`src/rtl/priority_encoder_stream.sv`:
```
// Streaming priority encoder: accepts a bitmap and emits one beat per set bit, in LSB- or MSB-first order.
// Optional PENC_STREAM_COUNT_EN adds out_count, the popcount of the captured bitmap.
module priority_encoder_stream #(
    parameter int WIDTH     = 32,
    parameter int IDX_W     = $clog2(WIDTH),
    parameter int MSB_FIRST = 0
) (
    input  logic             clk,
    input  logic             rst_n,
    input  logic             in_valid,
    output logic             in_ready,
    input  logic [WIDTH-1:0] in_vec,
    output logic             out_valid,
    input  logic             out_ready,
    output logic [IDX_W-1:0] out_idx,
    output logic             out_last,
    output logic             out_zero
`ifdef PENC_STREAM_COUNT_EN
    ,
    output logic [IDX_W:0]   out_count
`endif
);

    localparam logic [0:0] IDLE = 1'b0;
    localparam logic [0:0] EMIT = 1'b1;

    logic [0:0]       state;
    logic [WIDTH-1:0] pending;
    logic             zero_q;
    logic [IDX_W-1:0] sel_idx;
    logic [WIDTH-1:0] sel_mask;
    logic             single_bit;
    logic             accept;
    logic             fire;

    // Pick the bit to emit this beat; the last matching iteration wins, so the loop
    // direction decides the priority order.
    always_comb begin
        sel_idx  = '0;
        sel_mask = '0;
        if (MSB_FIRST != 0) begin
            for (int i = 0; i < WIDTH; i++) begin
                if (pending[i]) begin
                    sel_idx     = IDX_W'(i);
                    sel_mask    = '0;
                    sel_mask[i] = 1'b1;
                end
            end
        end else begin
            for (int i = WIDTH - 1; i >= 0; i--) begin
                if (pending[i]) begin
                    sel_idx     = IDX_W'(i);
                    sel_mask    = '0;
                    sel_mask[i] = 1'b1;
                end
            end
        end
    end

    assign single_bit = (pending != '0) && ((pending & (pending - WIDTH'(1))) == '0);

    assign out_valid = (state == EMIT);
    assign out_idx   = sel_idx;
    assign out_last  = out_valid && (zero_q || single_bit);
    assign out_zero  = out_valid && zero_q;
    assign fire      = out_valid && out_ready;
    assign in_ready  = (state == IDLE) || (fire && out_last);
    assign accept    = in_valid && in_ready;

    // A new capture takes precedence over retiring the final beat, giving back-to-back bitmaps.
    always_ff @(posedge clk or negedge rst_n) begin
        if (!rst_n) begin
            state   <= IDLE;
            pending <= '0;
            zero_q  <= 1'b0;
        end else if (accept) begin
            state   <= EMIT;
            pending <= in_vec;
            zero_q  <= (in_vec == '0);
        end else if (fire) begin
            pending <= pending & ~sel_mask;
            if (out_last) begin
                state  <= IDLE;
                zero_q <= 1'b0;
            end
        end
    end

`ifdef PENC_STREAM_COUNT_EN
    logic [IDX_W:0] in_popcount;

    always_comb begin
        in_popcount = '0;
        for (int i = 0; i < WIDTH; i++) begin
            in_popcount = in_popcount + (IDX_W + 1)'(in_vec[i]);
        end
    end

    always_ff @(posedge clk or negedge rst_n) begin
        if (!rst_n) begin
            out_count <= '0;
        end else if (accept) begin
            out_count <= in_popcount;
        end
    end
`endif

endmodule

```
`config.mk`:
```
export PLATFORM = sky130hd
export DESIGN_NAME = priority_encoder_stream
export DESIGN_NICKNAME = d
export VERILOG_FILES = /design/src/rtl/priority_encoder_stream.sv
export SDC_FILE = /design/constraint.sdc
export NUM_CORES = 1
export LEC_CHECK = 0
export ABC_AREA = 1
export CAP_MARGIN = 10
export CORE_UTILIZATION = 25
export CTS_CLUSTER_SIZE = 24
export DETAILED_ROUTE_END_ITERATION = 10
export PLACE_DENSITY_LB_ADDON = 0.25
export SKIP_LAST_GASP = 1
export SYNTH_ARGS = -nofsm -noshare
export SYNTH_HDL_FRONTEND = slang
export SYNTH_SLANG_ARGS = --single-unit
```
`constraint.sdc`:
```
create_clock -name clk -period 3.89 [get_ports clk]
set_clock_uncertainty 0.2 [all_clocks]
set_input_delay 0.9725 -clock clk [delete_from_list [all_inputs] [get_ports clk]]
set_output_delay 0.9725 -clock clk [all_outputs]
set_load 0.01 [all_outputs]
```
Yosys cells after proc, flatten, opt, wreduce, memory -nomap -nowiden
Cells that the tools add are included.
{"block": "totals", "input_bits": 36, "regBits": 34, "output_inout_bits": 9, "word_cells": 92}
{"block": "classes", "n_addsub": 1, "muxes": 70, "reduce_logical": 14, "bitwise_logic": 4}
{"cell": "two-way mux 32 bit", "n": 34}
{"cell": "two-way mux 5 bit", "n": 32}
{"cell": "bitwise AND 32 bit", "n": 2}
{"cell": "logical NOT 32 bit", "n": 2}
{"cell": "NOT 32 bit", "n": 1}
{"cell": "nonzero test 32 bit", "n": 1}
{"cell": "subtractor 32 x 1 -> 32 bit (second input constant)", "n": 1}
{"cell": "logical AND 1 bit", "n": 6}
{"cell": "two-way mux 1 bit", "n": 4}
{"cell": "nonzero test 2 bit", "n": 2}
{"cell": "logical OR 1 bit", "n": 2}
{"cell": "AND reduction 2 bit", "n": 1}
{"cell": "NOT 1 bit", "n": 1}

Depth between registers and ports, before layout
{"block": "logic_depth", "ltp_word": 36, "mapped_depth": 31, "ltp_nobuf": 31}

Worst setup path after synthesis
No wires, ideal clock.
{"block": "synth_timing", "kind": "register to output", "from": "register pending[3]", "to": "output port in_ready", "path_buffers": 0, "stages_incl_launch_ff": 20, "path_slack_ns": 0.666, "t_arrival_ns": 2.051, "t_required_ns": 2.717, "cell_sequence": "dfrtp_1 -> nor2_2 -> nand2_2 -> nor2_2 -> nand2_2 -> nor2_4 -> nand2_2 -> nor2_4 -> nand2_2 -> nor2_2 -> inv_2 -> nor2_2 -> nor2_1 -> inv_2 -> nand2_1 -> nor3_1 -> nand3_1 -> o21ai_2 -> nand2_2 -> nand2_4"}
{"block": "synth_via", "elab_chain_len": 8, "elab_cells_between_ends": 9, "classes_between": "add/sub (1); bitwise (1); reduce/logical (7)"}
{"element": "start, declared", "line": "28", "rtl": "logic [WIDTH-1:0] pending;"}
{"element": "start signal, assigned", "line": "78", "rtl": "pending <= in_vec;"}
{"element": "start signal, assigned", "line": "81", "rtl": "pending <= pending & ~sel_mask;"}
{"element": "subtractor 32 x 1 -> 32 bit", "line": "60", "rtl": "assign single_bit = (pending != '0) && ((pending & (pending - WIDTH'(1))) == '0);"}
{"element": "bitwise AND 32 bit", "line": "60"}
{"element": "logical NOT 32 bit", "line": "60"}
{"element": "logical AND 1 bit (*)", "line": "60"}
{"element": "logical OR 1 bit (*)", "line": "64", "rtl": "assign out_last = out_valid && (zero_q || single_bit);"}
{"element": "logical AND 1 bit (*)", "line": "64"}
{"element": "via out_last", "line": "16", "rtl": "output logic out_last,"}
{"element": "logical AND 1 bit (*)", "line": "67", "rtl": "assign in_ready = (state == IDLE) || (fire && out_last);"}
{"element": "logical OR 1 bit (*)", "line": "67"}
{"element": "end, declared", "line": "11", "rtl": "output logic in_ready,"}
Mark *: on every way through the listed nets, which the timed path passes. The rest lies on a longest branch.

Final worst setup path
{"block": "layout_timing", "from": "register pending[2]", "to": "output port in_ready"}
{"block": "layout_via", "elab_chain_len": 8, "elab_cells_between_ends": 9, "classes_between": "add/sub (1); bitwise (1); reduce/logical (7)"}
{"element": "subtractor 32 x 1 -> 32 bit", "line": "60"}
{"element": "bitwise AND 32 bit", "line": "60"}
{"element": "logical NOT 32 bit", "line": "60"}
{"element": "logical AND 1 bit (*)", "line": "60"}
{"element": "logical OR 1 bit (*)", "line": "64"}
{"element": "logical AND 1 bit (*)", "line": "64"}
{"element": "logical AND 1 bit (*)", "line": "67"}
{"element": "logical OR 1 bit (*)", "line": "67"}
Every way passes the cells marked *; elsewhere a longest branch is shown, timed or not.

==> impl.org <==
** Outcome
- The run finished with clean final reports.

** Yosys
- Compound-gate portion of the synthesized area :: 24.3%
- Summing the areas of all fa, ha and maj instances in the mapped netlist gives 0% of the synthesized area.
- Post-synthesis mux area share :: 0%
- After synthesis, flip-flops and latches occupy 35.0% of the total area.
- When the netlist entered floorplanning its net count stood at 400.
- Number of warnings issued by yosys :: 0
- Mapped Area :: 2430 um2
- Netlist cell types :: 30
- Number of instances in the synthesized netlist :: 364
- Synth async-reset ratio :: 100%
- The synthesized netlist devotes 29.1% of its cell area to simple gates.
- The synthesized design contains 0 enable-type register cells.
- Xor/xnor cell area share of the yosys netlist :: 0%
- After synthesis the netlist holds a flip-flop and latch count of 34.
- By area, the combinational part of the netlist is dominated by simple AND/OR/NAND/NOR gates.
- The most used flip-flop cell after synthesis is dfrtp_1.
- Avg Cell Area, Syn :: 6.68 um2

** Placement
- Once placement finished, the instance area stood at 3110 um2.
- Post-placement worst setup slack :: -0.0519 ns
- Final weighted congestion in routability-driven placement :: 0.824
- During placement, the flow inserted port buffers numbering 44.
- Once detailed placement completed, the half-perimeter wirelength came to 5.37 mm.

** Flow run
- Number of maximum-capacitance constraint violations :: 0

** Global route
- Global routing consumed, on the met3 layer, 2.84% of the routing resources.
- Summed over all layers, the global routing overflow is 0.
- Pin count of the biggest net entering global routing :: 61
- The number of antenna violations at the first check in global routing is 0.
- Met2 track demand over resource :: 23.0%
- Global routing used 15.1% of the available tracks.
- Met1 capacity usage during global routing :: 21.9%
- First-pass GRT wire length :: 12.1 mm
- The global routing stage identified its most utilized layer as met2.
- Vias in the first global route :: 2561

** Critical path
- In this run the worst path has a maximum fanout of 5.
- Grouping stages by cell kind, the critical path spends the most delay in simple AND/OR/NAND/NOR gates.
- Counting stages on the worst path, the most repeated cell is nand2_2.
- On the critical path, the stage with the largest delay is an instance of dfrtp_1.
- Data required time of the worst path :: 2.72 ns
- In this run the critical register-to-register path is launched from pending[2].
- The worst setup path is launched from a register.
- Register-to-Register Setup Slack :: 0.45 ns
- Critical Setup Path Class :: reg -> out
- The largest single stage delay on the critical path is 0.40 ns.
- The signal on the critical path passes through nor2_2, nand2_2, nor2_2, nand2_2, nor2_4, nand2_2, nor2_4, nand2_4, nor2_4, nand2_2, nand2_2, nand4_1, nor3_2, nand3_1, o21ai_2, nand2_2, nand2_4, clkbuf_2.
- The number of buffers and inverters on the critical path is 1.
- Crit path arrival time :: 2.63 ns
- The worst setup path is captured at an output pin.
- The most critical setup path has its startpoint at pending[2].

** Finish
- The post-route netlist has 15.5% of its cells at a drive strength greater than 1.
- Leaving out fill and tap cells, the most frequent cells in the layout are 74 x nand2_1, 48 x inv_1, 45 x o21ai_1.
- In the final layout, flip-flops and latches occupy 851 um2.
- Fillers :: 1024
- The repair_antennas step left the layout with diodes totalling 0.
- Signed area change from the synthesized netlist to the final layout :: 33.6%
- Net count of the finished layout :: 460
- Most frequent standard cell in the layout excluding fill and tap cells :: nand2_1
- After routing the design area is 3250 um2.
- Multi-input gate area :: 1340 um2

** Clocking
- In this run the clock root is driven by a clkbuf_8.
- Clock tree from TritonCTS :: built
- The clock passes through at most 2 buffers.
- Worst-Skew Late Latency :: 0.29 ns
- The H-tree generated during clock tree synthesis spans 2 levels.
- Buffers inserted during clock tree synthesis total 5.
- Clock tree synthesis found a total of 34 sinks.
- Clock transition at the register clock pins on the worst setup and hold paths after CTS :: 0.07 ns

** Drt
- After the first detailed-routing iteration, the DRC count stood at 110.
- In the routed design, unresolved DRC markers number 0.
- For this block, the via count after detailed routing is 2531.
- Final WL :: 7.09 mm
- Antenna viol nets, final :: 0
- For this run, the detailed router's first-pass iteration total came to 4.
- In the final routed layout, each cell accounts on average for 12.8 um.
- Using the TritonRoute via totals, the vias-per-cell ratio works out to 4.57.

** Floorplan
- Standard-cell row count :: 35
- Pin placement for this block handled 45 I/O pins.
- Core region area :: 9330 um2
- Height of the die :: 101 um
- Starting density of the core :: 26.1%
- Die W :: 101 um
- The die covers 10100 um2.

** Timing
- Setup repair after global routing could not meet its margin everywhere.
- Final critical-path share of the clock period :: 97.7%
- Derived from the worst setup path, the maximum achievable clock frequency is 263 MHz.
- At the pin with the least slew margin, the transition time is 0.657 ns.
- The final count of hold timing violations is 0.
- The final count of pins violating max slew was 0.
- The smallest clock period supported by the final layout is computed as 3.80 ns.
- Rel. slew slack :: 56.2%
- Setup violations remaining at the end of the flow were counted as 0.
- The worst path meets setup with 0.0898 ns of slack.

** Pwr
- IR analysis of the VDD net gives a maximum drop of 0.444 mV.
- Power comes to 0.00336 W.
- The analysis attributes to cell leakage a power of 1.54 nW.
- PwrDens :: 1040 nW/um2

** Hold path
- Class of the tightest hold or removal check :: reg -> reg
- The worst hold path begins at zero_q.
path summary, 6_finish.rpt:
check | endpoint | depth (start not counted)
setup / recovery | in_ready | 18
hold / removal | zero_q | 2
setup reg to reg | pending[17] | 21
hold reg to reg | zero_q | 2
max in group asynchronous | pending[5] | 2
min in group asynchronous | pending[23] | 2
what timing repair did:
item | 4_1_cts | 5_1_grt
setup endpoints to repair | 3 | 25
resized for setup | 4 | 19
pin swaps | 1 | 5
buffers inserted | 0 | 1
hold buffers | 0 | 0
state kept, by name, indices dropped and copies added, names as in the netlist:
register,cells
out_valid,1
pending,32
zero_q,1
cell usage after synthesis (2+ instances only):
| library cell | instances | area, um2 |
|---|---|---|
| o22ai_1 | 3 | 18.8 |
| o211ai_1 | 7 | 52.6 |
| nand2_2 | 5 | 31.3 |
| buf_1 | 2 | 7.51 |
| nor2_4 | 2 | 22.5 |
| o31ai_2 | 2 | 25.0 |
| inv_2 | 4 | 15.0 |
| dfrtp_1 | 34 | 851 |
| inv_1 | 49 | 184 |
| nand4_1 | 7 | 43.8 |
| a21oi_1 | 29 | 145 |
| buf_2 | 2 | 10.0 |
| nor4_1 | 9 | 56.3 |
| o31ai_1 | 2 | 15.0 |
| nor3_1 | 2 | 10.0 |
| nand2_1 | 77 | 289 |
| o21ai_0 | 19 | 95.1 |
| buf_6 | 4 | 45.0 |
| nor2_1 | 36 | 135 |
| nor2_2 | 7 | 43.8 |
| o21ai_1 | 43 | 215 |
| nand2_4 | 2 | 22.5 |
| clkbuf_1 | 4 | 15.0 |
| nand3_1 | 7 | 35.0 |
metrics by stage:
| step | utilization [%] | setup TNS (ns) | cells | hold slack (ns) |
|---|---|---|---|---|
| after floorplan | - | 0 | 364 | 0.261 |
| after global placement | 33.3 | -0.00816 | 545 | 0.301 |
| after detailed placement | 33.3 | -0.0519 | 545 | 0.305 |
| after CTS | 34.5 | -0.170 | 553 | 0.326 |
| after global routing | 34.8 | -0.307 | 554 | 0.365 |
| final | 34.8 | 0 | 554 | 0.321 |
per-layer routing:
layer,routed length [um],up-vias
met5,0,-
met4,71,0
met3,274,7
met2,3080,46
met1,3660,1144
li1,-,1334
cell type report:
type                    count  share of cell area (%)
multi-input cells         264                    41.2
flip-flops and latches     34                    26.2
repair buffers             65                    18.0
inverters                  54                    6.28
well taps                 129                    4.97
clock buffers               5                    2.12
clock inverters             3                    1.23
cell families after synthesis:
family	Yosys count
flip-flops	34
AND/OR/NAND/NOR	156
AO/OA/AOI/OAI	108
buffers and inverters	66
where the power goes:
part | leakage [nW] | internal, W | switching (W)
logic | 1.03 | 0.000989 | 0.00148
clock network | 0.0579 | 0.000189 | 0.000141
registers | 0.457 | 0.000468 | 0.0000936
worst min-delay path: stages (launching register included):
cell	delay, ns
dfrtp_1	0.37
nand2_1	0.07
o31ai_2	0.05
No activity file was read; power rests on OpenSTA's default activity.
